File: src/rtl/canny_pkg.sv
// Shared definitions for the Canny frame controller: FSM encoding,
// config register map, default geometry and threshold reset values.
package canny_pkg;

  localparam int H_ACT_DEF  = 640;
  localparam int V_ACT_DEF  = 480;
  localparam int BORDER_DEF = 1;
  localparam int X_W        = 11;
  localparam int Y_W        = 10;

  localparam logic [7:0] TH_LOW_RST  = 8'd40;
  localparam logic [7:0] TH_HIGH_RST = 8'd80;

  localparam logic [1:0] CFG_TH_LOW  = 2'd0;
  localparam logic [1:0] CFG_TH_HIGH = 2'd1;
  localparam logic [1:0] CFG_CTRL    = 2'd2;
  localparam logic [1:0] CFG_ERR_CLR = 2'd3;

  typedef enum logic [2:0] {
    IDLE      = 3'd0,
    WAIT_DE   = 3'd1,
    ACTIVE    = 3'd2,
    BLANK     = 3'd3,
    FRAME_END = 3'd4
  } state_t;

  // A low threshold above the high one would make hysteresis meaningless,
  // so it is pulled down to the high threshold.
  function automatic logic [7:0] clamp_low(input logic [7:0] lo, input logic [7:0] hi);
    return (lo > hi) ? hi : lo;
  endfunction

endpackage

File: src/rtl/canny_frame_ctrl_if.sv
// Video sync, config bus and position/status outputs of the frame controller.
// Config bus: cfg_wr is a single-cycle write strobe with no back-pressure;
// cfg_addr/cfg_wdata are sampled on every clock edge where cfg_wr is high,
// one write per cycle, and the write is always accepted.
interface canny_frame_ctrl_if;
  import canny_pkg::*;

  logic             vs, hs, de;
  logic             cfg_wr;
  logic [1:0]       cfg_addr;
  logic [7:0]       cfg_wdata;
  logic             vs_o, hs_o, de_o;
  logic [X_W-1:0]   pix_x;
  logic [Y_W-1:0]   pix_y;
  logic             border;
  logic [7:0]       th_low, th_high;
  logic             bypass;
  logic             frame_done;
  logic             line_err;
  logic             frame_err;

  modport master (
    output vs, hs, de, cfg_wr, cfg_addr, cfg_wdata,
    input  vs_o, hs_o, de_o, pix_x, pix_y, border, th_low, th_high,
           bypass, frame_done, line_err, frame_err
  );

  modport slave (
    input  vs, hs, de, cfg_wr, cfg_addr, cfg_wdata,
    output vs_o, hs_o, de_o, pix_x, pix_y, border, th_low, th_high,
           bypass, frame_done, line_err, frame_err
  );

endinterface

File: src/rtl/canny_cfg_regs.sv
// Pending config registers written by the host, plus shadow copies that
// the pipeline actually uses; shadows only load at an enabled frame start.
module canny_cfg_regs
  import canny_pkg::*;
#(
  parameter logic [7:0] LOW_INIT  = TH_LOW_RST,
  parameter logic [7:0] HIGH_INIT = TH_HIGH_RST
) (
  input  logic       clk,
  input  logic       rst,
  input  logic       cfg_wr,
  input  logic [1:0] cfg_addr,
  input  logic [7:0] cfg_wdata,
  input  logic       load,
  output logic       enable,
  output logic [7:0] th_low,
  output logic [7:0] th_high,
  output logic       bypass,
  output logic       err_clr
);

  logic [7:0] pend_low_q, pend_low_d, pend_high_q, pend_high_d;
  logic       pend_en_q, pend_en_d, pend_byp_q, pend_byp_d;
  logic [7:0] shd_low_q, shd_low_d, shd_high_q, shd_high_d;
  logic       shd_byp_q, shd_byp_d;

  // Host writes update pending; a load copies the pre-write pending values.
  always_comb begin
    pend_low_d  = pend_low_q;
    pend_high_d = pend_high_q;
    pend_en_d   = pend_en_q;
    pend_byp_d  = pend_byp_q;
    shd_low_d   = shd_low_q;
    shd_high_d  = shd_high_q;
    shd_byp_d   = shd_byp_q;
    if (cfg_wr) begin
      unique case (cfg_addr)
        CFG_TH_LOW:  pend_low_d  = cfg_wdata;
        CFG_TH_HIGH: pend_high_d = cfg_wdata;
        CFG_CTRL: begin
          pend_en_d  = cfg_wdata[0];
          pend_byp_d = cfg_wdata[1];
        end
        default: ;
      endcase
    end
    if (load) begin
      shd_low_d  = clamp_low(pend_low_q, pend_high_q);
      shd_high_d = pend_high_q;
      shd_byp_d  = pend_byp_q;
    end
  end

  // Register state with synchronous reset to the default configuration.
  always_ff @(posedge clk) begin
    if (rst) begin
      pend_low_q  <= LOW_INIT;
      pend_high_q <= HIGH_INIT;
      pend_en_q   <= 1'b1;
      pend_byp_q  <= 1'b0;
      shd_low_q   <= LOW_INIT;
      shd_high_q  <= HIGH_INIT;
      shd_byp_q   <= 1'b0;
    end else begin
      pend_low_q  <= pend_low_d;
      pend_high_q <= pend_high_d;
      pend_en_q   <= pend_en_d;
      pend_byp_q  <= pend_byp_d;
      shd_low_q   <= shd_low_d;
      shd_high_q  <= shd_high_d;
      shd_byp_q   <= shd_byp_d;
    end
  end

  assign enable  = pend_en_q;
  assign th_low  = shd_low_q;
  assign th_high = shd_high_q;
  assign bypass  = shd_byp_q;
  assign err_clr = cfg_wr && (cfg_addr == CFG_ERR_CLR) && cfg_wdata[0];

endmodule

File: src/rtl/canny_frame_ctrl.sv
// Frame sequencer for the Canny chain: tracks pixel position from the video
// sync, flags 3x3-window border pixels and records malformed lines/frames.
module canny_frame_ctrl
  import canny_pkg::*;
#(
  parameter int         H_ACT       = H_ACT_DEF,
  parameter int         V_ACT       = V_ACT_DEF,
  parameter int         BORDER      = BORDER_DEF,
  parameter logic [7:0] TH_LOW_DEF  = TH_LOW_RST,
  parameter logic [7:0] TH_HIGH_DEF = TH_HIGH_RST
) (
  input  logic              clk,
  input  logic              rst,
  canny_frame_ctrl_if.slave bus,
  output state_t            state_dbg
);

  localparam logic [X_W-1:0] H_ACT_X = X_W'(H_ACT);
  localparam logic [X_W-1:0] BRD_X   = X_W'(BORDER);
  localparam logic [Y_W-1:0] V_ACT_Y = Y_W'(V_ACT);
  localparam logic [Y_W-1:0] BRD_Y   = Y_W'(BORDER);

  state_t         state_q, state_d;
  logic           vs_dly_q, vs_dly_d, hs_dly_q, hs_dly_d, de_dly_q, de_dly_d;
  logic [X_W-1:0] x_q, x_d, pix_x_q, pix_x_d;
  logic [Y_W-1:0] y_q, y_d, pix_y_q, pix_y_d;
  logic           border_q, border_d;
  logic           line_err_q, line_err_d, frame_err_q, frame_err_d;
  logic           enable, err_clr, frame_done;
  logic           vs_rise, de_fall, in_frame, last_line, count_pix;
  logic           line_set, frame_set;

  canny_cfg_regs #(
    .LOW_INIT  (TH_LOW_DEF),
    .HIGH_INIT (TH_HIGH_DEF)
  ) u_cfg (
    .clk       (clk),
    .rst       (rst),
    .cfg_wr    (bus.cfg_wr),
    .cfg_addr  (bus.cfg_addr),
    .cfg_wdata (bus.cfg_wdata),
    .load      (vs_rise & enable),
    .enable    (enable),
    .th_low    (bus.th_low),
    .th_high   (bus.th_high),
    .bypass    (bus.bypass),
    .err_clr   (err_clr)
  );

  // Sync edge events and frame-position qualifiers.
  always_comb begin
    vs_rise   = bus.vs & ~vs_dly_q;
    de_fall   = ~bus.de & de_dly_q;
    in_frame  = (state_q == WAIT_DE) || (state_q == ACTIVE) || (state_q == BLANK);
    last_line = (state_q == BLANK) && (y_q == V_ACT_Y);
    count_pix = bus.de & in_frame & ~vs_rise;
  end

  // Next-state: a new frame start overrides everything except IDLE's own entry.
  always_comb begin
    state_d = state_q;
    unique case (state_q)
      IDLE:      if (vs_rise && enable) state_d = WAIT_DE;
      WAIT_DE:   if (bus.de) state_d = ACTIVE;
      ACTIVE:    if (de_fall) state_d = BLANK;
      BLANK:     if (last_line) state_d = FRAME_END;
                 else if (bus.de) state_d = ACTIVE;
      FRAME_END: ;
      default:   state_d = IDLE;
    endcase
    if (vs_rise && state_q != IDLE) state_d = enable ? WAIT_DE : IDLE;
  end

  // FSM outputs: frame_done marks the single BLANK cycle after the last line.
  always_comb begin
    frame_done = last_line & ~rst;
    state_dbg  = state_q;
  end

  // Position counters, registered position outputs and sticky errors.
  always_comb begin
    vs_dly_d = bus.vs;
    hs_dly_d = bus.hs;
    de_dly_d = bus.de;
    x_d      = x_q;
    y_d      = y_q;
    line_set = 1'b0;
    if (vs_rise || state_q == IDLE) begin
      x_d = '0;
      y_d = '0;
    end else if (state_q == ACTIVE && de_fall) begin
      line_set = (x_q != H_ACT_X);
      x_d      = '0;
      y_d      = y_q + 1'b1;
    end else if (count_pix) begin
      x_d = (x_q == '1) ? x_q : x_q + 1'b1;
    end
    pix_x_d  = count_pix ? x_q : '0;
    pix_y_d  = count_pix ? y_q : '0;
    border_d = count_pix & ((x_q < BRD_X) | (x_q >= H_ACT_X - BRD_X) |
                            (y_q < BRD_Y) | (y_q >= V_ACT_Y - BRD_Y));
    // A vs edge right after the final line is a clean frame boundary.
    frame_set   = vs_rise & in_frame & ~last_line;
    line_err_d  = line_set  | (line_err_q  & ~err_clr);
    frame_err_d = frame_set | (frame_err_q & ~err_clr);
  end

  // State register and datapath flops.
  always_ff @(posedge clk) begin
    if (rst) begin
      state_q     <= IDLE;
      vs_dly_q    <= 1'b0;
      hs_dly_q    <= 1'b0;
      de_dly_q    <= 1'b0;
      x_q         <= '0;
      y_q         <= '0;
      pix_x_q     <= '0;
      pix_y_q     <= '0;
      border_q    <= 1'b0;
      line_err_q  <= 1'b0;
      frame_err_q <= 1'b0;
    end else begin
      state_q     <= state_d;
      vs_dly_q    <= vs_dly_d;
      hs_dly_q    <= hs_dly_d;
      de_dly_q    <= de_dly_d;
      x_q         <= x_d;
      y_q         <= y_d;
      pix_x_q     <= pix_x_d;
      pix_y_q     <= pix_y_d;
      border_q    <= border_d;
      line_err_q  <= line_err_d;
      frame_err_q <= frame_err_d;
    end
  end

  assign bus.vs_o       = vs_dly_q;
  assign bus.hs_o       = hs_dly_q;
  assign bus.de_o       = de_dly_q;
  assign bus.pix_x      = pix_x_q;
  assign bus.pix_y      = pix_y_q;
  assign bus.border     = border_q;
  assign bus.frame_done = frame_done;
  assign bus.line_err   = line_err_q;
  assign bus.frame_err  = frame_err_q;

endmodule

File: src/flat_wrapper.sv
// flat-port wrapper written by rule: the top's interface ports become plain ports
module canny_frame_ctrl_flat import canny_pkg::*;
#(
  parameter int         H_ACT       = H_ACT_DEF,
  parameter int         V_ACT       = V_ACT_DEF,
  parameter int         BORDER      = BORDER_DEF,
  parameter logic [7:0] TH_LOW_DEF  = TH_LOW_RST,
  parameter logic [7:0] TH_HIGH_DEF = TH_HIGH_RST
)
  (clk, rst, state_dbg, bus_vs, bus_hs, bus_de, bus_cfg_wr, bus_cfg_addr, bus_cfg_wdata, bus_vs_o, bus_hs_o, bus_de_o, bus_pix_x, bus_pix_y, bus_border, bus_th_low, bus_th_high, bus_bypass, bus_frame_done, bus_line_err, bus_frame_err);
  canny_frame_ctrl_if bus_i ();
  input  logic clk;
  input  logic rst;
  output state_t state_dbg;
  input wire logic [$bits(bus_i.vs)-1:0] bus_vs;
  input wire logic [$bits(bus_i.hs)-1:0] bus_hs;
  input wire logic [$bits(bus_i.de)-1:0] bus_de;
  input wire logic [$bits(bus_i.cfg_wr)-1:0] bus_cfg_wr;
  input wire logic [$bits(bus_i.cfg_addr)-1:0] bus_cfg_addr;
  input wire logic [$bits(bus_i.cfg_wdata)-1:0] bus_cfg_wdata;
  output wire logic [$bits(bus_i.vs_o)-1:0] bus_vs_o;
  output wire logic [$bits(bus_i.hs_o)-1:0] bus_hs_o;
  output wire logic [$bits(bus_i.de_o)-1:0] bus_de_o;
  output wire logic [$bits(bus_i.pix_x)-1:0] bus_pix_x;
  output wire logic [$bits(bus_i.pix_y)-1:0] bus_pix_y;
  output wire logic [$bits(bus_i.border)-1:0] bus_border;
  output wire logic [$bits(bus_i.th_low)-1:0] bus_th_low;
  output wire logic [$bits(bus_i.th_high)-1:0] bus_th_high;
  output wire logic [$bits(bus_i.bypass)-1:0] bus_bypass;
  output wire logic [$bits(bus_i.frame_done)-1:0] bus_frame_done;
  output wire logic [$bits(bus_i.line_err)-1:0] bus_line_err;
  output wire logic [$bits(bus_i.frame_err)-1:0] bus_frame_err;
  assign bus_i.vs = bus_vs;
  assign bus_i.hs = bus_hs;
  assign bus_i.de = bus_de;
  assign bus_i.cfg_wr = bus_cfg_wr;
  assign bus_i.cfg_addr = bus_cfg_addr;
  assign bus_i.cfg_wdata = bus_cfg_wdata;
  assign bus_vs_o = bus_i.vs_o;
  assign bus_hs_o = bus_i.hs_o;
  assign bus_de_o = bus_i.de_o;
  assign bus_pix_x = bus_i.pix_x;
  assign bus_pix_y = bus_i.pix_y;
  assign bus_border = bus_i.border;
  assign bus_th_low = bus_i.th_low;
  assign bus_th_high = bus_i.th_high;
  assign bus_bypass = bus_i.bypass;
  assign bus_frame_done = bus_i.frame_done;
  assign bus_line_err = bus_i.line_err;
  assign bus_frame_err = bus_i.frame_err;
  canny_frame_ctrl #(.H_ACT(H_ACT), .V_ACT(V_ACT), .BORDER(BORDER), .TH_LOW_DEF(TH_LOW_DEF), .TH_HIGH_DEF(TH_HIGH_DEF)) u_core (.clk(clk), .rst(rst), .bus(bus_i), .state_dbg(state_dbg));
endmodule
File: config.mk
export PLATFORM = sky130hd
export DESIGN_NAME = canny_frame_ctrl_flat
export DESIGN_NICKNAME = d
export VERILOG_FILES = /design/src/rtl/canny_pkg.sv /design/src/rtl/canny_frame_ctrl_if.sv /design/src/rtl/canny_cfg_regs.sv /design/src/rtl/canny_frame_ctrl.sv /design/src/flat_wrapper.sv
export SDC_FILE = /design/constraint.sdc
export NUM_CORES = 1
export LEC_CHECK = 0
export CORE_ASPECT_RATIO = 0.5
export CORE_MARGIN = 8
export CORE_UTILIZATION = 55
export CTS_BUF_LIST = sky130_fd_sc_hd__clkbuf_8
export CTS_CLUSTER_DIAMETER = 150
export CTS_CLUSTER_SIZE = 14
export DETAILED_ROUTE_END_ITERATION = 10
export PLACE_DENSITY = 0.82
export SLEW_MARGIN = 10
export SYNTH_ARGS = -nofsm -noshare
export SYNTH_HDL_FRONTEND = slang
export SYNTH_HIERARCHICAL = 1
export SYNTH_SLANG_ARGS = --single-unit
File: constraint.sdc
create_clock -name clk -period 2.61 [get_ports clk]
set_clock_uncertainty 0.05 [all_clocks]
set_input_delay 0.261 -clock clk [delete_from_list [all_inputs] [get_ports clk]]
set_output_delay 0.261 -clock clk [all_outputs]
set_load 0.02 [all_outputs]
==> After elaboration in Yosys (flattened, before gate mapping) <==
Cells that the tools add are included.
{ "op_classes": {"n_eq_ne": 13, "bitwise_logic": 24, "addsub": 2, "mux": 10, "n_reduce_logical": 20, "magnitude_cmp": 5} }
{ "op_table": {"columns": ["op", "count"], "rows": [
  ["$mux 3", 5],
  ["$pmux 3 s5", 1],
  ["$add 11x1->11 const B", 1],
  ["$and 1x1->1", 11],
  ["$eq 11x11->1 const B", 1],
  ["$ge 11x10->1 const B", 1],
  ["$lt 11x1->1 const B", 1],
  ["$ne 11x10->1 const B", 1],
  ["$add 10x1->10 const B", 1],
  ["$eq 10x9->1 const B", 1],
  ["$ge 10x9->1 const B", 1],
  ["$lt 10x1->1 const B", 1],
  ["$gt 8x8->1", 1],
  ["$mux 8", 1],
  ["$not 1->1", 8],
  ["$reduce_and 2->1", 4],
  ["$eq 3x2->1 const B", 2],
  ["$logic_and 1x1->1", 6],
  ["$ne 3x1->1 const B", 2],
  ["$or 1x1->1", 5],
  ["$eq 2x2->1 const B", 2],
  ["$reduce_or 2->1", 2],
  ["$eq 3x1->1 const B", 1],
  ["$eq 3x3->1 const B", 1],
  ["other kinds (9)", 13]
]} }
{ "word_totals": {"ff_bits": 86, "out_inout_bits": 48, "inputBits": 16} }

==> Longest topological paths before layout <==
Gate-level depths: netlist of run 1.
{ "logic_depth": {"word_depth": 7, "depth_mapped": 7} }

==> Cells and area by module <==
The synthesis of run 1 kept the hierarchy.
{ "modules_own_cells": {"columns": ["mod", "area_each_um2", "seq_area_each_um2", "cells_per_inst", "instances"], "rows": [
  ["canny_frame_ctrl", 2200.9, 1021.0, 243, 1],
  ["canny_cfg_regs", 1601.5, 700.7, 169, 1]
]} }

==> Worst setup path before layout of run 1 <==
Ideal clock, no wire load.
{ "synth_path": {"path_kind": "reg-to-reg", "start": "reg u_core.state_q[0] (netlist: u_core/state_dbg[0])", "end": "reg u_core.x_q[3]", "setup_ps": 67, "required_ps": 2493, "path_stages_with_launch": 7, "t_arrival_ps": 1807, "n_path_buf": 2, "path_slack_ps": 686, "synth_period_minus_slack_ps": 1924, "cell_sequence": "dfxtp_1 -> buf_2 -> o21ai_0 -> or3_1 -> buf_6 -> or4_4 -> a21oi_2"} }
{ "synth_via": {"elab_chain_len": 6, "word_cells_on_any_way": 12, "cone_classes": "eq/ne (3); bitwise (2); reduce/logical (7)"} }
{ "synth_lines": {"columns": ["element", "line_no", "source"], "rows": [
  ["from (decl)", "canny_frame_ctrl.sv:23", "state_t state_q, state_d;"],
  ["from (signal assigned)", "canny_frame_ctrl.sv:123", "state_q <= state_d;"],
  ["$eq 3x1->1 / $eq 3x2->1 (equally long branches)", "canny_frame_ctrl.sv:54, canny_frame_ctrl.sv:91", null],
  ["$logic_or 1x1->1 (2 in series)", "canny_frame_ctrl.sv:54", "in_frame = (state_q == WAIT_DE) || (state_q == ACTIVE) || (state_q == BLANK);"],
  ["$and 1x1->1 (2 in series)", "canny_frame_ctrl.sv:56", "count_pix = bus.de & in_frame & ~vs_rise;"],
  ["$reduce_and 2->1 (no source line)", null, null],
  ["to (signal assigned)", "canny_frame_ctrl.sv:115", "x_q <= '0;"],
  ["to (signal assigned)", "canny_frame_ctrl.sv:127", "x_q <= x_d;"],
  ["to (decl)", "canny_frame_ctrl.sv:25", "logic [X_W-1:0] x_q, x_d, pix_x_q, pix_x_d;"]
]} }
Several ways; a longest one is shown, not always the timed one.
A chain may end at the register's enable or synchronous reset.

==> Worst setup path after layout of run 1 <==
{ "layout_path": {"start": "reg u_core.y_q[0]", "end": "out bus_frame_done"} }
{ "layout_via": {"elab_chain_len": 3} }
{ "layout_lines": {"columns": ["element", "line_no", "source"], "rows": [
  ["from (decl)", "canny_frame_ctrl.sv:26", "logic [Y_W-1:0] y_q, y_d, pix_y_q, pix_y_d;"],
  ["from (signal assigned)", "canny_frame_ctrl.sv:128", "y_q <= y_d;"],
  ["$eq 10x9->1", "canny_frame_ctrl.sv:55", "last_line = (state_q == BLANK) && (y_q == V_ACT_Y);"],
  ["$logic_and 1x1->1", "canny_frame_ctrl.sv:55", null],
  ["$and 1x1->1", "canny_frame_ctrl.sv:76", "frame_done = last_line & ~rst;"],
  ["to (decl)", "flat_wrapper.sv:30", "output wire logic [$bits(bus_i.frame_done)-1:0] bus_frame_done;"]
]} }
Every way passes these cells.

==> results.json, run 1 <==
{
  "status": "finished clean",
  "dr.pass1.iters": 4,
  "vias": 3175,
  "required_ns": 2.30,
  "worst_setup_path_start_kind": "register",
  "drc": 0,
  "critPathKind": "reg -> out",
  "cp-endpoint": "bus_frame_done",
  "setup_slack_ns": 0.431,
  "critPathArrivalTime_ns": 1.87,
  "fmax_mhz": 459,
  "fin_nets": 498,
  "fin_crit_sh_pct": 83.5,
  "rows": 21,
  "tritoncts": "yes",
  "synth.distinct_cells": 56,
  "r2r_start": "u_core/u_cfg/pend_high_q[7]$_SDFFE_PP0P_",
  "fin_crit_ns": 2.18,
  "crit_fanout": 4,
  "hold_viol_final": 0,
  "chipWidth_um": 134,
  "postCtsSetupBuffers": 0,
  "n_antenna_cell": 0,
  "die_h_um": 74.8,
  "irDropWorstVdd_uv": 448,
  "rsz0062_at_grt": "no",
  "syn_avg_cell_area_sq_um": 9.23,
  "clk_latency_ns": 0.36,
  "drt_iter0_markers": 208,
  "p_sw_w": 0.000629,
  "routabilityCongestion": 0.861,
  "dieArea_sq_um": 9990,
  "htree_levels": 3,
  "drive_gt1_share_pct": 7.59,
  "grt_first_pass_wirelength_mm": 13.6,
  "swShare_pct": 24.1,
  "clock_sinks": 86,
  "path_clk_slew_ns": 0.09,
  "place_ws_ns": 0.303,
  "ys_ff_latch": 86,
  "clockBufferDepth": 2,
  "wl_mm": 8.37,
  "synth_area_sq_um": 3800,
  "io_buffers": 63,
  "seqCellArea_sq_um": 1720,
  "synthToLayoutAreaGrowth_pct": 23.6,
  "synth_ff_type": "dfxtp_1",
  "finalSetupViolations": 0,
  "grt_max_degree": 56,
  "hold_class": "in -> reg",
  "ys_seq_area_share_pct": 45.3,
  "path_cells": "inv_1 > ha_1 > nor4bb_1 > nand4_1 > nor2_1 > dlymetal6s2s_1",
  "seq_power_share_pct": 52.1,
  "powerDensity_nw_per_um2": 556,
  "timing.rr.end": "u_core/u_cfg/th_low[6]$_SDFFE_PP0P_",
  "grt_pass1_vias": 2877,
  "cts_resized": 0,
  "rr_worst_depth": 7,
  "synth_cells": 412,
  "tns_ns": 0,
  "cp-end-kind": "output port",
  "critPathMaxStageDelay_ns": 0.34,
  "grt_usage_pct": 16.9,
  "routed_via_density": 5.61,
  "dp_hpwl_mm": 5.84,
  "grt_overflow": 0,
  "cts-root-buf": "clkbuf_8",
  "ios": 64,
  "antenna_found_initial": 1,
  "synth_edf_count": 0,
  "internal_power_w": 0.00198,
  "tightest_slew_ns": 0.615,
  "startpoint": "u_core/y_q[0]$_SDFFE_PP0P_",
  "n_fill_cell": 522,
  "maxSlewViolCount": 0,
  "maxCapViolCount": 0,
  "clkPwrFrac_pct": 38.4,
  "yosysWarnings": 6,
  "drtAntennaViolNets": 0,
  "crit_path_top_delay_cell": "dfxtp_1",
  "ctsHoldBuffers": 0,
  "reg2reg_slack_ns": 0.56,
  "core_sq_um": 6700,
  "wl_per_cell_um": 14.8,
  "relSlewSlack_pct": 58.9,
  "multi_input_area_sq_um": 1900,
  "async_flop_share_pct": 0,
  "start_util_pct": 56.8,
  "combPwrFrac_pct": 9.5,
  "syn-num-nets": 441,
  "p_leak_nw": 1.79,
  "cts_inserted_buffers": 9
}
==> synth_stat cells (2+ instances only) <==
master	number	area, sq um
nor2b_1	8	50.1
a2111oi_2	2	30.0
and4_1	3	26.3
nor2_1	50	188
o21ai_1	2	10.0
or4_1	3	22.5
o211ai_1	3	22.5
xor2_1	5	43.8
nand2_1	15	56.3
nand3_1	22	110
ha_1	13	163
buf_1	3	11.3
nand4_1	9	56.3
buf_2	6	30.0
nor4b_1	2	17.5
nand4b_1	2	17.5
buf_6	2	22.5
a21oi_1	13	65.1
nor4bb_1	2	20.0
or3_1	4	25.0
dfxtp_1	86	1720
a311oi_1	9	78.8
nand2b_1	4	25.0
clkbuf_1	13	48.8
nor4_1	6	37.5
nor3_1	14	70.1
mux2i_1	25	250
and2_1	2	12.5
o31ai_1	3	22.5
inv_1	18	67.6
o21ai_0	11	55.1
and3_1	19	119
a211o_1	4	35.0
a211oi_1	4	30.0
nand3b_1	4	30.0
==> critical path, delay by kind of cell, from the launching register on <==
| kind | cells | cell delay (ns) |
|---|---|---|
| adders and majority gates | 1 | 0.20 |
| DFF | 1 | 0.34 |
| buffers and inverters | 2 | 0.37 |
| and+or+nand+nor | 3 | 0.59 |
==> flip-flops by register name, summed over array words and instances (netlist names), 3 cells and up <==
signal                    cells
u_core/state_dbg              3
u_core/y_q                   10
u_core/u_cfg/th_low           8
u_core/u_cfg/th_high          8
u_core/u_cfg/pend_high_q      8
u_core/bus.pix_x             11
u_core/x_q                   11
u_core/bus.pix_y             10
u_core/u_cfg/pend_low_q       8
==> layer usage <==
| metal | track usage [%] | wire, um | vias up |
|---|---|---|---|
| met5 | 0 | 8 | - |
| met4 | 6.41 | 89 | 2 |
| met3 | 5.19 | 501 | 12 |
| met2 | 27.3 | 3810 | 76 |
| met1 | 21.1 | 3960 | 1485 |
| li1 | - | - | 1600 |
==> final cells by class <==
cell class              instances  area share (%)
clock buffers                   9            2.64
clock inverters                 7            1.89
inverters                      18            1.44
multi-input cells             284            40.5
flip-flops and latches         86            36.6
well taps                      92            2.45
repair buffers                 70            14.5
==> kinds of logic (layout without fill, tap and decap cells) <==
group | after synthesis | in the layout | share of synthesized area (%)
XOR/XNOR | 6 | 6 | 1.38
AND/OR/NAND/NOR | 178 | 178 | 25.6
flip-flops | 86 | 86 | 45.3
multiplexers | 25 | 25 | 6.58
buffers and inverters | 42 | 104 | 4.74
adder cells (fa/ha/maj) | 13 | 13 | 4.28
AO/OA/AOI/OAI | 62 | 62 | 12.1
==> cell usage in the layout (no fill, tap or decap), types with 5 or more instances in the layout <==
master,synthesis,final
and3_1,19,19
a311oi_1,9,9
clkdlybuf4s50_1,0,61
nand2_1,15,15
buf_4,0,7
clkbuf_8,0,9
nor3_1,14,14
a21oi_1,13,13
mux2i_1,25,25
xor2_1,5,5
nor2_1,50,50
dfxtp_1,86,86
ha_1,13,13
inv_1,18,18
o21ai_0,11,11
nand3_1,22,22
nor2b_1,8,8
nor4_1,6,6
nand4_1,9,9
==> metrics by stage <==
step | area, sq um | hold WS, ns | utilization [%] | cells | total power [W]
2_1_floorplan | 3800 | 0.329 | - | 412 | 0.00155
3_3_place_gp | 4480 | 0.405 | 66.9 | 550 | 0.00164
3_5_place_dp | 4480 | 0.418 | 66.9 | 550 | 0.00164
4_1_cts | 4700 | 0.387 | 70.1 | 566 | 0.00264
5_1_grt | 4700 | 0.394 | 70.1 | 566 | 0.00272
6_report | 4700 | 0.405 | 70.1 | 566 | 0.00261
==> worst min path at each step <==
| stage | startpoint | to | slack [ns] | cells past startpoint |
|---|---|---|---|---|
| 2_1_floorplan | bus_cfg_wdata[3] | u_core/u_cfg/pend_low_q[3]$_SDFFE_PP1P_ | 0.33 | 1 |
| 3_3_place_gp | u_core/bus.line_err$_SDFF_PP0_ | u_core/bus.line_err$_SDFF_PP0_ | 0.40 | 2 |
| 3_5_place_dp | u_core/bus.frame_err$_SDFF_PP0_ | u_core/bus.frame_err$_SDFF_PP0_ | 0.42 | 2 |
| 4_1_cts | bus_hs | u_core/bus.hs_o$_SDFF_PP0_ | 0.39 | 2 |
| 5_1_grt | bus_hs | u_core/bus.hs_o$_SDFF_PP0_ | 0.39 | 2 |
| 6_report | bus_hs | u_core/bus.hs_o$_SDFF_PP0_ | 0.41 | 2 |
==> power by group through the flow <==
stage | clock network [W] | registers, W | logic, W
after CTS | 0.00103 | 0.00136 | 0.000249
after floorplan | 0 | 0.00141 | 0.000137
after global placement | 0 | 0.00139 | 0.000244
final | 0.00100 | 0.00136 | 0.000247
after detailed placement | 0 | 0.00139 | 0.000247
after global routing | 0.00109 | 0.00137 | 0.000269
Power figures use the tool's default switching activity.
==> inputs of run 2 (changes only) <==
--- a/config.mk
+++ b/config.mk
@@ -7,12 +7,12 @@
 export LEC_CHECK = 0
 export CORE_ASPECT_RATIO = 0.5
 export CORE_MARGIN = 8
-export CORE_UTILIZATION = 55
+export CORE_UTILIZATION = 50
 export CTS_BUF_LIST = sky130_fd_sc_hd__clkbuf_8
 export CTS_CLUSTER_DIAMETER = 150
 export CTS_CLUSTER_SIZE = 14
 export DETAILED_ROUTE_END_ITERATION = 10
-export PLACE_DENSITY = 0.82
+export PLACE_DENSITY = 0.79
 export SLEW_MARGIN = 10
 export SYNTH_ARGS = -nofsm -noshare
 export SYNTH_HDL_FRONTEND = slang
==> constraint.sdc (replaced) <==
create_clock -name clk -period 1.9 [get_ports clk]
set_clock_uncertainty 0.05 [all_clocks]
set_input_delay 0.19 -clock clk [delete_from_list [all_inputs] [get_ports clk]]
set_output_delay 0.19 -clock clk [all_outputs]
set_load 0.02 [all_outputs]
==> run 2 against run 1 <==
First-iteration DRC count is 49% higher. Critical path depth is 2 higher. Clock power is 38% higher. Core utilization is 1.3 points higher. Flip-flop and latch count stayed put. Routed wire length is 15% higher. Worst hold slack worse by 0.34 ns. Sequential power is 37% higher. Via count is 7.6% higher. Sequential share of layout area is 3.7 points lower. Critical path type is now reg -> reg. Critical endpoint is now u_core/u_cfg/th_low[7]$_SDFFE_PP0P_. Largest power group unchanged.
==> results.json, run 2 (synthesized netlist as in run 1, its figures left out) <==
{
  "start_util_pct": 51.7,
  "hold_class": "in -> reg",
  "rows": 22,
  "n_fill_cell": 567,
  "grt_first_pass_wirelength_mm": 15.5,
  "drt_iter0_markers": 309,
  "hold_viol_final": 0,
  "maxCapViolCount": 0,
  "top_layer_used": "met5",
  "drtAntennaViolNets": 0,
  "routed_via_density": 5.51,
  "core_sq_um": 7350,
  "finalSetupViolations": 0,
  "rr_worst_depth": 8,
  "p_leak_nw": 2.04,
  "status": "finished clean",
  "cp-end-kind": "register",
  "powerDensity_nw_per_um2": 700,
  "timing.rr.end": "u_core/u_cfg/th_low[7]$_SDFFE_PP0P_",
  "fin_nets": 550,
  "wl_per_cell_um": 15.6,
  "io_buffers": 63,
  "final_cells": 620,
  "grt_usage_pct": 17.3,
  "drive_gt1_share_pct": 20.6,
  "dp_cells": 604,
  "cts_inserted_buffers": 9,
  "clk_latency_ns": 0.36,
  "fmax_mhz": 531,
  "die_h_um": 77.7,
  "vias": 3415,
  "relSlewSlack_pct": 64.3,
  "dr.pass1.iters": 5,
  "required_ns": 2.12,
  "antenna_found_initial": 1,
  "ios": 64,
  "final_util_pct": 71.4,
  "hold-path-endpoint": "u_core/bus.de_o$_SDFF_PP0_",
  "final_area_sq_um": 5250,
  "dieArea_sq_um": 10800,
  "setup_slack_ns": 0.0183,
  "final_cell_mix": "82 x dfxtp_1, 61 x clkdlybuf4s50_1, 59 x buf_4, 49 x nor2_1, 25 x mux2i_1",
  "crit_fanout": 6,
  "maxSlewViolCount": 0,
  "worstHoldStart": "rst",
  "mostFrequentLayoutCell": "dfxtp_1",
  "met1_length_mm": 4.20,
  "critPathArrivalTime_ns": 2.11,
  "critPathKind": "reg -> reg",
  "irDropWorstVdd_uv": 510,
  "routabilityCongestion": 0.870,
  "crit_path_top_delay_cell": "dfxtp_1",
  "htree_levels": 3,
  "clock_sinks": 86,
  "wl_mm": 9.65,
  "chipWidth_um": 139,
  "critPathMaxStageDelay_ns": 0.35,
  "fin_crit_sh_pct": 99.0,
  "r2r_start": "u_core/u_cfg/pend_high_q[3]$_SDFFE_PP0P_",
  "tightest_slew_ns": 0.535,
  "place_ws_ns": -0.173,
  "synthToLayoutAreaGrowth_pct": 38.0,
  "fin_crit_ns": 1.88,
  "n_antenna_cell": 0,
  "path_clk_slew_ns": 0.08,
  "grt_overflow": 0,
  "ctsHoldBuffers": 0,
  "drc": 0,
  "grt_pass1_vias": 3302,
  "path_cells": "inv_1 > ha_4 > nand4_1 > nor2_4 > a211o_4 > buf_4 > nand3_1 > a311oi_2",
  "clockBufferDepth": 2,
  "dp_hpwl_mm": 6.74,
  "grt_max_degree": 51,
  "cts-root-buf": "clkbuf_8",
  "tns_ns": 0,
  "routed-wl-met3_um": 550,
  "startpoint": "u_core/u_cfg/pend_high_q[3]$_SDFFE_PP0P_",
  "hold_path_depth": 2,
  "reg2reg_slack_ns": 0.02,
  "worst_setup_path_start_kind": "register",
  "tritoncts": "yes",
  "dpl_cell_area_sq_um": 4860,
  "met2WireLength_mm": 4.73
}
==> run 2: final cells by class <==
| cell class | count | area (sq um) | area share, % |
|---|---|---|---|
| multi-input combinational | 284 | 2050 | 39.1 |
| sequential | 86 | 1730 | 32.9 |
| timing repair buffer | 122 | 1070 | 20.4 |
| clock buffer | 10 | 138 | 2.62 |
| tap | 96 | 120 | 2.29 |
| clock inverter | 4 | 72.6 | 1.38 |
| inverter | 18 | 67.6 | 1.29 |
==> run 2: what timing repair did <==
item,in CTS,in global routing
pin swaps,2,16
resized for setup,12,24
buffers inserted,2,0
endpoints found under the setup margin,9,11
gates cloned,0,0
==> run 2: worst max-delay path by stage <==
| stage | endpoint | slack (ns) | cells after the start |
|---|---|---|---|
| 2_1_floorplan | u_core/x_q[3]$_SDFFE_PP0P_ | 0.008 | 6 |
| 3_3_place_gp | u_core/x_q[3]$_SDFFE_PP0P_ | -0.16 | 5 |
| 3_5_place_dp | u_core/x_q[3]$_SDFFE_PP0P_ | -0.17 | 5 |
| 4_1_cts | u_core/u_cfg/th_low[7]$_SDFFE_PP0P_ | 0.005 | 8 |
| 5_1_grt | u_core/u_cfg/th_low[5]$_SDFFE_PP1P_ | -0.03 | 7 |
| 6_report | u_core/u_cfg/th_low[7]$_SDFFE_PP0P_ | 0.02 | 8 |
==> run 2: routing by layer <==
| metal | global-route usage [%] | vias up |
|---|---|---|
| li1 | - | 1703 |
| met1 | 19.6 | 1602 |
| met2 | 29.9 | 91 |
| met3 | 6.17 | 17 |
| met4 | 6.62 | 2 |
| met5 | 0 | - |
==> run 2: power by group <==
| part | internal (W) | leakage [nW] | switching [W] |
|---|---|---|---|
| clock network | 0.000759 | 0.104 | 0.000620 |
| registers | 0.00184 | 0.699 | 0.0000258 |
| logic | 0.000202 | 1.24 | 0.000227 |
| total | 0.00280 | 2.04 | 0.000872 |
==> run 2: stage by stage <==
step | total power [W] | hold slack, ns
floorplan | 0.00212 | 0.258
global placement | 0.00229 | 0.397
detailed placement | 0.00229 | 0.403
CTS | 0.00368 | 0.0510
global route | 0.00381 | 0.0628
finish | 0.00367 | 0.0663
==> run 2: worst max-delay path, delay by kind of cell, from the launching register on <==
family	cells	cell delay (ns)
adder cells (fa/ha/maj)	1	0.29
buffers and inverters	2	0.21
AO/OA/AOI/OAI	2	0.42
flip-flops	1	0.35
AND/OR/NAND/NOR	3	0.49
==> inputs of run 3 (changes only) <==
--- a/config.mk
+++ b/config.mk
@@ -6,11 +6,10 @@
 export NUM_CORES = 1
 export LEC_CHECK = 0
 export CORE_ASPECT_RATIO = 0.5
-export CORE_MARGIN = 8
+export CORE_MARGIN = 1
 export CORE_UTILIZATION = 50
 export CTS_BUF_LIST = sky130_fd_sc_hd__clkbuf_8
 export CTS_CLUSTER_DIAMETER = 150
-export CTS_CLUSTER_SIZE = 14
 export DETAILED_ROUTE_END_ITERATION = 10
 export PLACE_DENSITY = 0.79
 export SLEW_MARGIN = 10
==> run 3 against run 2 <==
Core utilization rose by 1.3 points. Count of clock-buffer cells in the layout unchanged. Die area decreased by 26%. Via count fell by 0.12%. Combinational power increased by 4%. Global-route usage up 6.4 points. Fmax decreased by 0.38%. First-iteration DRC count fell by 24%. Worst hold slack improved by 0.013 ns. The flow now finishes with violations (design-rule violations). Register-to-register slack is essentially flat. Power down 2.7%. Non-clock buffer count rose by 3.
==> results.json, run 3 (synthesized netlist as in run 1, its figures left out) <==
{
  "critPathArrivalTime_ns": 2.09,
  "path_cells": "inv_2 > ha_4 > nor2b_4 > o211ai_2 > a211oi_2 > buf_4 > o21ai_2 > a311oi_2",
  "p_sw_w": 0.000895,
  "core_sq_um": 7350,
  "violations": "design-rule violations",
  "cp-end-kind": "register",
  "critPathMaxStageDelay_ns": 0.34,
  "p_leak_nw": 2.06,
  "cpLargestDelayFamily": "compound AO/OA/AOI/OAI gates",
  "clockBufferDepth": 2,
  "rsz0062_at_grt": "yes",
  "dp_hpwl_mm": 6.26,
  "wl_mm": 9.56,
  "tightest_slew_ns": 0.565,
  "clk_latency_ns": 0.36,
  "io_buffers": 63,
  "whs_ns": 0.0796,
  "internal_power_w": 0.00268,
  "grt_first_pass_wirelength_mm": 15.0,
  "routabilityCongestion": 0.842,
  "htree_levels": 3,
  "ctsHoldBuffers": 0,
  "vias": 3411,
  "irDropWorstVdd_uv": 439,
  "routed_via_density": 5.47,
  "status": "complete, but fails checks",
  "seq_power_share_pct": 52.3,
  "final_cell_mix": "79 x dfxtp_1, 61 x clkdlybuf4s50_1, 61 x buf_4, 49 x nor2_1, 25 x mux2i_1",
  "final_cells": 624,
  "maxSlewViolCount": 0,
  "final_area_sq_um": 5340,
  "fin_crit_sh_pct": 99.4,
  "dp_cells": 605,
  "drt_iter0_markers": 235,
  "maxCapViolCount": 0,
  "hold_class": "in -> reg",
  "crit_path_top_delay_cell": "dfxtp_2",
  "grt_pass1_vias": 3165,
  "tritoncts": "yes",
  "drc": 2,
  "finalSetupViolations": 0,
  "fin_nets": 553,
  "cts_inserted_buffers": 9,
  "swShare_pct": 25.0,
  "path_clk_slew_ns": 0.08,
  "required_ns": 2.11,
  "grt_usage_pct": 23.7,
  "relSlewSlack_pct": 62.4,
  "path_buf_inv": 2,
  "worst_setup_path_start_kind": "register",
  "powerDensity_nw_per_um2": 669,
  "grt_overflow": 0,
  "rr_worst_depth": 8,
  "start_util_pct": 51.7,
  "grt_max_degree": 51,
  "antenna_found_initial": 0,
  "chipWidth_um": 125,
  "dpl_cell_area_sq_um": 4880,
  "hold_path_depth": 2,
  "dr.pass1.iters": 9,
  "drive_gt1_share_pct": 23.5,
  "clock_sinks": 86,
  "rows": 22,
  "die_h_um": 63.7,
  "fmax_mhz": 529,
  "synthToLayoutAreaGrowth_pct": 40.4,
  "fin_crit_ns": 1.89,
  "crit_cells": 8,
  "ios": 64,
  "combPwrFrac_pct": 12.5,
  "dieArea_sq_um": 7980,
  "crit_fanout": 3,
  "cts-root-buf": "clkbuf_8",
  "drtAntennaViolNets": 0,
  "critPathKind": "reg -> reg",
  "n_antenna_cell": 0,
  "hold_viol_final": 0,
  "mostFrequentLayoutCell": "dfxtp_1",
  "wl_per_cell_um": 15.3,
  "clkPwrFrac_pct": 35.2
}
## run 3: repair_timing
action / in CTS / in global routing
pin swaps: 3 / 15
setup endpoints to repair: 8 / 13
resized for setup: 10 / 42
setup buffers: 1 / 3
## run 3: layout make-up
cell class	count	area [sq um]
Inverter	18	67.6
Tap cell	96	120
Sequential cell	86	1730
Clock inverter	5	51.3
Multi-Input combinational cell	284	2130
Clock buffer	10	138
Fill cell	526	2010
Timing Repair Buffer	125	1100
## run 3: metrics by stage
step	utilization (%)	TNS, ns	setup WS, ns	power [W]
floorplan	-	0	0.00810	0.00212
global placement	66.5	-0.747	-0.136	0.00228
detailed placement	66.5	-1.00	-0.162	0.00229
CTS	69.6	-0.0191	-0.0191	0.00354
global route	72.7	-0.295	-0.0795	0.00372
finish	72.7	0	0.0112	0.00357
## run 3: per-layer routing
layer  part of all wire [%]  vias up  routed length (um)  global-route usage (%)
met3                    5.3       11                 509                    5.35
li1                       -     1708                   -                       -
met2                     49       93                4640                    40.5
met4                    1.2        0                 112                    9.45
met1                     45     1599                4300                    29.3
met5                      0        -                   0                       0
## run 3: path summary, 6_finish.rpt
| kind | startpoint | end | slack, ns |
|---|---|---|---|
| setup / recovery | u_core/u_cfg/pend_high_q[1]$_SDFFE_PP0P_ | u_core/u_cfg/th_low[7]$_SDFFE_PP0P_ | 0.01 |
| hold / removal | rst | u_core/bus.pix_y[0]$_SDFF_PP0_ | 0.08 |
| setup reg to reg | u_core/u_cfg/pend_high_q[1]$_SDFFE_PP0P_ | u_core/u_cfg/th_low[7]$_SDFFE_PP0P_ | 0.01 |
| hold reg to reg | u_core/bus.line_err$_SDFF_PP0_ | u_core/bus.line_err$_SDFF_PP0_ | 0.44 |
## run 3: power groups by stage
| stage | sequential [W] | clock, W | combinational (W) |
|---|---|---|---|
| CTS | 0.00186 | 0.00129 | 0.000395 |
| floorplan | 0.00193 | 0 | 0.000189 |
| detailed placement | 0.00191 | 0 | 0.000384 |
| finish | 0.00187 | 0.00126 | 0.000446 |
| global placement | 0.00190 | 0 | 0.000379 |
| global route | 0.00187 | 0.00136 | 0.000478 |
==> edit 1 (config.mk and constraints of run 1) <==
Reset style: asynchronous (`rst`), changed in 2 clocked blocks. Comments in the files are not updated.
--- a/src/rtl/canny_cfg_regs.sv
+++ b/src/rtl/canny_cfg_regs.sv
@@ -54,3 +54,3 @@
   // Register state with synchronous reset to the default configuration.
-  always_ff @(posedge clk) begin
+  always_ff @(posedge clk or posedge rst) begin
     if (rst) begin
--- a/src/rtl/canny_frame_ctrl.sv
+++ b/src/rtl/canny_frame_ctrl.sv
@@ -108,3 +108,3 @@
   // State register and datapath flops.
-  always_ff @(posedge clk) begin
+  always_ff @(posedge clk or posedge rst) begin
     if (rst) begin
Function: differs if rst is asserted again (counterexample within 4 cycles, from zero or initial values and one cycle with rst high); with rst held inactive, the same outputs for 4 cycles.
==> edit 1 against run 1 <==
  * Synthesized area up 5.5%
  * Final cell count down 7.1%
  * Cell area up 6.5%
  * Sequential cell count unchanged
  * Worst setup slack worse by 0.096 ns
  * Wire length up 5.9%
  * Sequential share of layout area up 6.6 points
  * Critical path type unchanged
Power is not compared: it rests on default switching activity, and its combinational part moved more than twofold at a synthesized area within 25%.
==> edit 1: results (changes against run 1) <==
clock_tree:
  clk_pin_slew_ns: 0.08
  htree_levels: 3  # unchanged
  cts_root_buffer: "clkbuf_8"
  cts_resized: 0  # unchanged
  cts_setup_buffers: 0  # unchanged
  clk_latency_ns: 0.36  # about the same
placed_design:
  dp_worst_setup_slack_ns: 0.252  # -0.0507 ns
  gp_congestion: 0.897  # +4.2%
  placed_cells: 510  # -7.3%
  dp_hpwl_um: 6220  # +6.4%
global_routing:
  grt_usage_pct: 17.9  # +1.0 points
  grt_antenna_before_repair: 0  # -1
  use_met1_pct: 20.7  # -0.37 points
  use_met2_pct: 29.9  # +2.6 points
  met3_usage_pct: 5.99  # +0.79 points
  grt_max_degree: 36  # -36%
  grt_pass1_vias: 3087  # +7.3%
  grt_first_pass_wirelength_um: 14900  # +10%
route:
  wl_met2_um: 4610  # +21%
  highest_layer: "met4"
  vias: 2997  # -5.6%
  met1Wirelength_um: 3630  # -8.5%
  wl_um: 8860  # +5.9%
  dr.pass1.iters: 4  # unchanged
  initialDrtViolationCount: 291  # +40%
  met3_length_um: 537  # +7.2%
yosys:
  syn_inst: 359  # -13%
  synthTopCellsByCount: "dfrtp_1, nor2_1, nand3_1"
  ys_seq_area_share_pct: 53.9  # +8.6 points
  synthTopCellsByArea: "dfrtp_1, dfstp_2, mux2_2"
  synth_compound_area_share_pct: 9.01  # -3.1 points
  synthArstFlopShare_pct: 100  # +100 points
  synthAdderAreaFrac_pct: 4.05  # -0.22 points
  syn_nets: 388  # -12%
  muxShareOfSynthArea_pct: 8.57  # +2.0 points
  synth_xor_area_share_pct: 1.31  # -0.072 points
  synth_cell_type_count: 51  # -8.9%
power_and_ir_drop:
  p_int_w: 0.00277
critical_path:
  r2r_start: "u_core/u_cfg/pend_high_q[6]"
  r2r_end: "u_core/u_cfg/th_low[2]"
  r2r_slack_ns: 0.49  # -0.07 ns
  slowest_stage: "dfrtp_1"
  critPathMaxFanout: 4  # unchanged
  setup.worst_path.end: "bus_frame_done"
  arrival_ns: 1.96  # +0.09 ns
  slowest_delay_ns: 0.40  # +0.06 ns
  critPathLaunch: "u_core/y_q[0]"
sta:
  maxSlewHeadroom_pct: 62.7  # +3.9 points
  finalHoldViolations: 0  # unchanged
  period_share_pct: 87.1  # +3.7 points
  whs_ns: 0.264  # -0.141 ns
layout:
  layout.nets: 454  # -8.8%
  drive_above_1_share_pct: 14.7  # +7.1 points
  layout.cells.non_filler: 526  # -7.1%
run_status:
  status: "completed"
hold_path:
  hold_path_class: "in -> async"
-- edit 1: cell types whose count changed after synthesis, moves of 7 or more --
| cell | delta |
|---|---|
| nor2_1 | -21 |
| dfstp_2 | +9 |
| nor3_1 | -9 |
| dfrtp_1 | +77 |
| nor2b_1 | -7 |
| dfxtp_1 | -86 |
| a31oi_1 | +9 |
| mux2_1 | +7 |
| a311oi_1 | -9 |
| and3_1 | -13 |
| mux2i_1 | -21 |
| and2_1 | +19 |
| mux2_2 | +20 |
-- edit 1: final cells by class --
type                            instances  area (um2)
Clock buffer                            9         124
Clock inverter                          7         121
Fill cell                             527        2180
Inverter                               18        67.6
Multi-Input combinational cell        241        1720
Sequential cell                        86        2160
Tap cell                               96         120
Timing Repair Buffer                   69         691
-- edit 1: stage by stage --
stage / instance area, um2 / utilization, %
6_report: 5000 / 69.6
3_3_place_gp: 4760 / 66.2
2_1_floorplan: 4010 / -
4_1_cts: 5000 / 69.6
5_1_grt: 5000 / 69.6
3_5_place_dp: 4760 / 66.2
==> edit 2 (config.mk and constraints of run 1) <==
Made on the original files. Change the package constant `X_W` from 11 to 15.
--- a/src/rtl/canny_pkg.sv
+++ b/src/rtl/canny_pkg.sv
@@ -7,3 +7,3 @@
   localparam int BORDER_DEF = 1;
-  localparam int X_W        = 11;
+  localparam int X_W        = 15;
   localparam int Y_W        = 10;
Interface: changed (resized bus_pix_x); port bits go from 64 to 68. No check against the original RTL was run, so the function may have changed too.
==> edit 2 against run 1 <==
  * Sequential cell count increased by 8
  * Wire length increased by 12%
  * Highest routed layer is now met4
  * Cell area increased by 11%
  * Utilization increased by 0.66 points
  * Synthesized area increased by 10%
  * Register-to-register slack got worse by 0.06 ns
  * Critical endpoint unchanged
  * Global-route usage increased by 0.22 points
  * Power increased by 14%
  * Critical path type unchanged
  * Final cell count increased by 9.0%
  * Worst setup slack got worse by 0.21 ns
  * Sequential share of layout area decreased by 0.60 points
==> edit 2: results (changes against run 1) <==
run_status:
  status: "completed"
global_routing:
  grt_max_degree: 45  # -20%
  use_met2_pct: 30.0  # +2.6 points
  grt_pass1_vias: 3407  # +18%
  grt_first_pass_wirelength_um: 15500  # +15%
  use_met1_pct: 19.9  # -1.2 points
  grt_antenna_before_repair: 0  # -1
  met3_usage_pct: 5.25  # +0.057 points
placed_design:
  place_area_um2: 4950  # +10%
  dp_hpwl_um: 6550  # +12%
  gp_congestion: 0.818  # -5.0%
  dp_worst_setup_slack_ns: 0.296  # -0.00649 ns
  port_buffers: 67  # +6.3%
layout:
  layout.nets: 545  # +9.4%
route:
  wl_met2_um: 4420  # +16%
  met1Wirelength_um: 4340  # +9.4%
  wl_um: 9360  # +12%
  vias: 3496  # +10%
  met3_length_um: 466  # -7.0%
hold_path:
  hold_start: "rst"
power_and_ir_drop:
  p_clk_w: 0.00124  # +24%
  ir_drop_v: 0.000423  # -5.5%
  leakagePower_nw: 1.90  # +6.5%
  pg_comb_w: 0.000254  # +3%
sta:
  maxSlewHeadroom_pct: 57.5  # -1.4 points
clock_tree:
  cts_resized: 1  # +1
yosys:
  syn_inst: 451  # +9.5%
  ys_seq_area_share_pct: 44.8  # -0.49 points
critical_path:
  r2r_end: "u_core/u_cfg/th_low[2]"
## edit 2: cell families after synthesis
kind of cell | share of synthesized area (%)
multiplexers | 5.72
AO/OA/AOI/OAI | 13.2
XOR/XNOR | 1.25
adder cells (fa/ha/maj) | 3.87
AND/OR/NAND/NOR | 26.7
flip-flops | 44.8
buffers and inverters | 4.50
## edit 2: final cells by class
| cell class | count | area [um2] | area share, % |
|---|---|---|---|
| repair buffers | 77 | 739 | 14.2 |
| clock inverters | 6 | 133 | 2.54 |
| flip-flops and latches | 94 | 1880 | 36.0 |
| multi-input cells | 313 | 2130 | 40.8 |
| clock buffers | 10 | 138 | 2.64 |
| well taps | 96 | 120 | 2.30 |
| inverters | 21 | 78.8 | 1.51 |
## edit 2: critical path: stages, from the launching register on
cell           delay [ns]
dfxtp_1              0.33
inv_1                0.13
ha_1                 0.16
nand4_1              0.12
or3_1                0.36
nor4_1               0.24
dlygate4sd2_1        0.38
